[src/rtl/row_clear_engine_pkg.sv]
// Shared board geometry, score table and FSM encoding for the row-clear engine.
package row_clear_engine_pkg;

    localparam int ROWS      = 21;
    localparam int COLS      = 12;
    localparam int PLAY_ROWS = 20;
    localparam int BOARD_W   = ROWS * COLS;

    localparam logic [COLS-1:0] EMPTY_ROW = 12'h801;
    localparam logic [COLS-1:0] FLOOR_ROW = 12'hFFF;

    localparam logic [3:0] SCORE_TBL [5] = '{4'd0, 4'd1, 4'd3, 4'd5, 4'd8};

    typedef enum logic [1:0] {
        IDLE   = 2'd0,
        SCAN   = 2'd1,
        SHIFT  = 2'd2,
        FINISH = 2'd3
    } state_e;

    function automatic logic [BOARD_W-1:0] empty_board();
        logic [BOARD_W-1:0] b;
        for (int r = 0; r < PLAY_ROWS; r++)
            b[r*COLS +: COLS] = EMPTY_ROW;
        b[PLAY_ROWS*COLS +: COLS] = FLOOR_ROW;
        return b;
    endfunction

    // Four or more lines all earn the top table entry.
    function automatic logic [3:0] score_inc(input logic [4:0] lines);
        if (lines >= 5'd4)
            return SCORE_TBL[4];
        return SCORE_TBL[lines[2:0]];
    endfunction

endpackage

[src/rtl/row_clear_engine.sv]
// Scans the locked board bottom-up, removes full rows one at a time by shifting
// everything above down, then publishes the board, line count and running score.
module row_clear_engine
    import row_clear_engine_pkg::*;
(
    input  logic               Clk,
    input  logic               Rst,
    input  logic               Start,
    input  logic [BOARD_W-1:0] Game_In,
    output logic [BOARD_W-1:0] Game_Out,
    output logic               Busy,
    output logic               Done,
    output logic [4:0]         Lines,
    output logic [15:0]        Score
);

    localparam logic [4:0] LAST_ROW = 5'(PLAY_ROWS - 1);

    function automatic logic row_full(input logic [COLS-1:0] row);
        return &row;
    endfunction

    state_e              state_q, state_d;
    logic [BOARD_W-1:0]  board_q, board_d;
    logic [BOARD_W-1:0]  out_q, out_d;
    logic [4:0]          idx_q, idx_d;
    logic [4:0]          cnt_q, cnt_d;
    logic [4:0]          lines_q, lines_d;
    logic [15:0]         score_q, score_d;
    logic                done_q, done_d;

    logic [COLS-1:0]     cur_row;
    logic [BOARD_W-1:0]  shifted;
    logic [16:0]         score_sum;

    // Row under test and the board with rows 0..idx moved down by one.
    always_comb begin
        cur_row = '0;
        shifted = board_q;
        for (int r = 0; r < PLAY_ROWS; r++) begin
            if (idx_q == 5'(r))
                cur_row = board_q[r*COLS +: COLS];
        end
        for (int r = 1; r < PLAY_ROWS; r++) begin
            if (5'(r) <= idx_q)
                shifted[r*COLS +: COLS] = board_q[(r-1)*COLS +: COLS];
        end
        shifted[0 +: COLS] = EMPTY_ROW;
    end

    assign score_sum = {1'b0, score_q} + 17'(score_inc(cnt_q));

    always_comb begin
        state_d = state_q;
        board_d = board_q;
        out_d   = out_q;
        idx_d   = idx_q;
        cnt_d   = cnt_q;
        lines_d = lines_q;
        score_d = score_q;
        done_d  = 1'b0;
        case (state_q)
            IDLE: begin
                if (Start) begin
                    board_d = Game_In;
                    cnt_d   = '0;
                    idx_d   = LAST_ROW;
                    state_d = SCAN;
                end
            end
            SCAN: begin
                if (row_full(cur_row)) begin
                    cnt_d   = cnt_q + 5'd1;
                    state_d = SHIFT;
                end else if (idx_q == 5'd0) begin
                    state_d = FINISH;
                end else begin
                    idx_d = idx_q - 5'd1;
                end
            end
            // Index is kept so the row that just received new contents is re-tested.
            SHIFT: begin
                board_d = shifted;
                state_d = SCAN;
            end
            FINISH: begin
                out_d   = board_q;
                lines_d = cnt_q;
                score_d = score_sum[16] ? 16'hFFFF : score_sum[15:0];
                done_d  = 1'b1;
                state_d = IDLE;
            end
            default: state_d = IDLE;
        endcase
    end

    always_ff @(posedge Clk or posedge Rst) begin
        if (Rst) begin
            state_q <= IDLE;
            board_q <= empty_board();
            out_q   <= empty_board();
            idx_q   <= LAST_ROW;
            cnt_q   <= '0;
            lines_q <= '0;
            score_q <= '0;
            done_q  <= 1'b0;
        end else begin
            state_q <= state_d;
            board_q <= board_d;
            out_q   <= out_d;
            idx_q   <= idx_d;
            cnt_q   <= cnt_d;
            lines_q <= lines_d;
            score_q <= score_d;
            done_q  <= done_d;
        end
    end

    assign Game_Out = out_q;
    assign Busy     = (state_q != IDLE);
    assign Done     = done_q;
    assign Lines    = lines_q;
    assign Score    = score_q;

endmodule

[config.mk]
export PLATFORM = sky130hd
export DESIGN_NAME = row_clear_engine
export DESIGN_NICKNAME = d
export VERILOG_FILES = /design/src/rtl/row_clear_engine_pkg.sv /design/src/rtl/row_clear_engine.sv
export SDC_FILE = /design/constraint.sdc
export NUM_CORES = 2
export LEC_CHECK = 0
export ABC_AREA = 0
export CORE_UTILIZATION = 40
export CTS_BUF_LIST = sky130_fd_sc_hd__clkbuf_8
export CTS_CLUSTER_SIZE = 24
export DETAILED_ROUTE_END_ITERATION = 7
export GPL_ROUTABILITY_DRIVEN = 1
export PLACE_DENSITY_LB_ADDON = 0.1
export SYNTH_ARGS = -nofsm -noshare
export SYNTH_HDL_FRONTEND = slang
export SYNTH_SLANG_ARGS = --single-unit
export TNS_END_PERCENT = 20
[constraint.sdc]
create_clock -name Clk -period 20.3 [get_ports Clk]
set_input_delay 3.045 -clock Clk [delete_from_list [all_inputs] [get_ports Clk]]
set_output_delay 3.045 -clock Clk [all_outputs]
set_load 0.05 [all_outputs]
==> results.ini <==
[global_routing]
globalRouteOverflowTotal = 0
grt_pass1_wl_mm = 150
antenna_found_initial = 5
track_usage_pct = 30.9
grt_pass1_vias = 23900
grt_max_degree = 174

[critical_path]
cp_max_fo = 120
arrival_ps = 7490
worstSetupEndpointType = asynchronous set/reset pin
cpLargestDelayFamily = buffers and inverters
crit_required_ps = 21030
crit_chain = clkdlybuf4s50_1 -> inv_8 -> buf_4 -> buf_4 -> buf_4 -> buf_4
worst-path-buf-inv = 6
startpoint_type = input pin
r2r_setup_slack_ps = 14900
r2r_start = idx_q[0]
crit_start = Rst
crit_top_cell = buf_4
crit_type = input pin to asynchronous set/reset pin
reg2reg_to = cnt_q[0]
cp.depth = 6
slowest_stage = buf_4
crit_path_max_incr_delay_ps = 850
reg2regPathDepth = 10
crit_end = Game_Out[125]

[cts]
clk_transition_reported_paths_ps = 60
postCtsHoldBufs = 0
post_cts_resized = 0
clock-sinks = 538
tritoncts = yes
cts-root-buf = clkbuf_8
cts_inserted_buffers = 92
htreeDepth = 3
cts_buffer_depth = 3
insertion_delay_ps = 690
postCtsSetupBuffers = 0

[sta]
tightestPinTransition_ps = 1190
min_period_ps = 6760
maxSlewHeadroom_pct = 20.1
hold_slack_ps = 449
finalCritPeriodShare_pct = 33.3
setup_viol = 0
finClkSkew_ps = 32.5
grt_setup_unrepaired = false
drv_slew = 0
finalHoldViolCount = 0
setup_tns_ps = 0
max_freq_mhz = 148

[synthesis]
yosysWarnings = 0
syn_nets = 3322
synth_edf_count = 0
synth_ff_type = dfrtp_1
avgSynthCellArea_um2 = 8.29
synth_seq_cells = 538
synth_cell_types = 81
synth_area_um2 = 25300
synthCells = 3052
async_flop_share_pct = 100
yosysSeqAreaShare_pct = 53.7

[floorplan]
rows = 91
die_area_um2 = 64300
start_util_pct = 40.7
core_area_um2 = 62200
ioPinCount = 530
die_w_um = 254
die_h_um = 254

[drt]
viasPerCell = 5.48
vias = 24300
wirelength_mm = 100
drc = 0
drtAntennaViolNets = 0
wl_per_cell_um = 22.6
drtIter0Drc = 2484
drtPass1Iterations = 8

[power]
p_per_area_nw_per_um2 = 191
vdd_ir_drop_max_mv = 0.112
leakagePower_nw = 15.1

[finish]
area_growth_pct = 30.5
fin_nets = 3777
layout_common_cells = 1326 x nand2_1, 529 x clkdlybuf4s50_1, 430 x dfrtp_1
final_common_cell = nand2_1
layout-drive-gt1-share_pct = 8.29
fillers = 5884

[run_status]
status = finished, final reports clean

[min_path]
min_path_type = register to register

[run]
maxCapViolCount = 0

[place]
dp_hpwl_mm = 71.9
place.gp.congestion = 0.965
port_buffers = 529

==> cells by family (layout without fill, tap and decap cells) <==
logic type | count (synthesis) | after routing | synth area share (%)
xor+xnor | 9 | 9 | 0.311
compound gates | 489 | 489 | 12.1
other cells | 0 | 5 | 0
mux | 39 | 39 | 1.55
flops | 538 | 538 | 53.7
fa+ha+maj | 15 | 15 | 0.771
buf+inv | 226 | 756 | 3.60
simple gates | 1736 | 1736 | 28.0
==> report_power, final <==
part	internal, mW	leakage, nW	switching [mW]
Clock	0.528	1.12	0.461
Sequential	1.66	6.26	0.628
Combinational	0.970	7.73	2.06
==> layout make-up <==
class / instances / area, um2 / area share [%]
Clock inverter: 56 / 294 / 0.890
Tap cell: 837 / 1050 / 3.17
Clock buffer: 113 / 1560 / 4.71
Antenna cell: 5 / 12.5 / 0.0379
Multi-Input combinational cell: 2288 / 10800 / 32.8
Inverter: 21 / 93.8 / 0.284
Sequential cell: 538 / 13600 / 41.2
Timing Repair Buffer: 566 / 5590 / 16.9
==> tightest hold or removal path: cells and delay by family (launching register included) <==
family | cells | cell delay [ps]
flops | 1 | 370
simple gates | 2 | 90
==> sequential cells by signal (all words and copies together), names as in the netlist <==
| name | flops |
|---|---|
| Done | 1 |
| Game_Out | 252 |
| Lines | 5 |
| Score | 16 |
| board_q | 252 |
| cnt_q | 5 |
| idx_q | 5 |
| state_q | 2 |
==> through the flow <==
stage	std cells	setup WS, ps	power, mW	area, um2	utilization, %
2_1_floorplan	3052	2400	4.08	25300	-
3_3_place_gp	4250	12860	5.27	31200	50.1
3_5_place_dp	4250	12750	5.32	31200	50.1
4_1_cts	4419	13480	6.32	33000	53.1
5_1_grt	4420	13000	6.66	33000	53.1
6_report	4424	13540	6.31	33000	53.1
==> metal layers <==
metal,GRT usage (%),vias to the layer above,share of wire [%]
met3,5.56,179,7.6
li1,-,11100,-
met5,0,-,0.026
met2,49.7,1114,47
met4,10.6,4,3.0
met1,41.8,11900,42
==> worst min path at each step <==
| stage | from | depth (start not counted) | slack [ps] | end |
|---|---|---|---|---|
| 5_1_grt | board_q[243] | 2 | 470 | board_q[243] |
| 2_1_floorplan | board_q[240] | 2 | 430 | Game_Out[240] |
| 3_3_place_gp | board_q[245] | 2 | 440 | Game_Out[245] |
| 6_report | board_q[245] | 2 | 450 | Game_Out[245] |
| 4_1_cts | board_q[243] | 2 | 450 | Game_Out[243] |
| 3_5_place_dp | board_q[243] | 2 | 440 | Game_Out[243] |
==> synthesized netlist by cell type (4+ instances only) <==
| library cell | number | area, um2 |
|---|---|---|
| buf_1 | 7 | 26.3 |
| nor3_1 | 18 | 90.1 |
| nand3b_1 | 16 | 120 |
| or4_1 | 6 | 45.0 |
| nor4_1 | 9 | 56.3 |
| nand2_1 | 1327 | 4980 |
| a221oi_1 | 6 | 52.6 |
| o21ai_0 | 96 | 480 |
| a31oi_1 | 208 | 1300 |
| nand3_1 | 27 | 135 |
| o311ai_0 | 4 | 35.0 |
| o31ai_1 | 4 | 30.0 |
| clkbuf_1 | 168 | 631 |
| dfrtp_1 | 431 | 10800 |
| o211ai_1 | 14 | 105 |
| inv_1 | 21 | 78.8 |
| and3_1 | 11 | 68.8 |
| a21o_1 | 7 | 52.6 |
| xnor2_1 | 6 | 52.6 |
| nand4_1 | 12 | 75.1 |
| buf_2 | 20 | 100 |
| mux2i_1 | 38 | 380 |
| buf_4 | 8 | 60.1 |
| ha_1 | 14 | 175 |
| dfstp_2 | 107 | 2810 |
| o22ai_1 | 10 | 62.6 |
| or3_1 | 5 | 31.3 |
| a211oi_1 | 10 | 75.1 |
| and2_1 | 5 | 31.3 |
| a21oi_1 | 63 | 315 |
| o21ai_1 | 9 | 45.0 |
| nand2b_1 | 10 | 62.6 |
| nor2_1 | 236 | 886 |
| nor2b_1 | 11 | 68.8 |
| a22oi_1 | 12 | 90.1 |
| nand4bb_1 | 7 | 78.8 |
| o221ai_1 | 4 | 35.0 |
| a221o_1 | 7 | 70.1 |
| o2111ai_1 | 6 | 52.6 |
(Power assumes the default switching activity.)
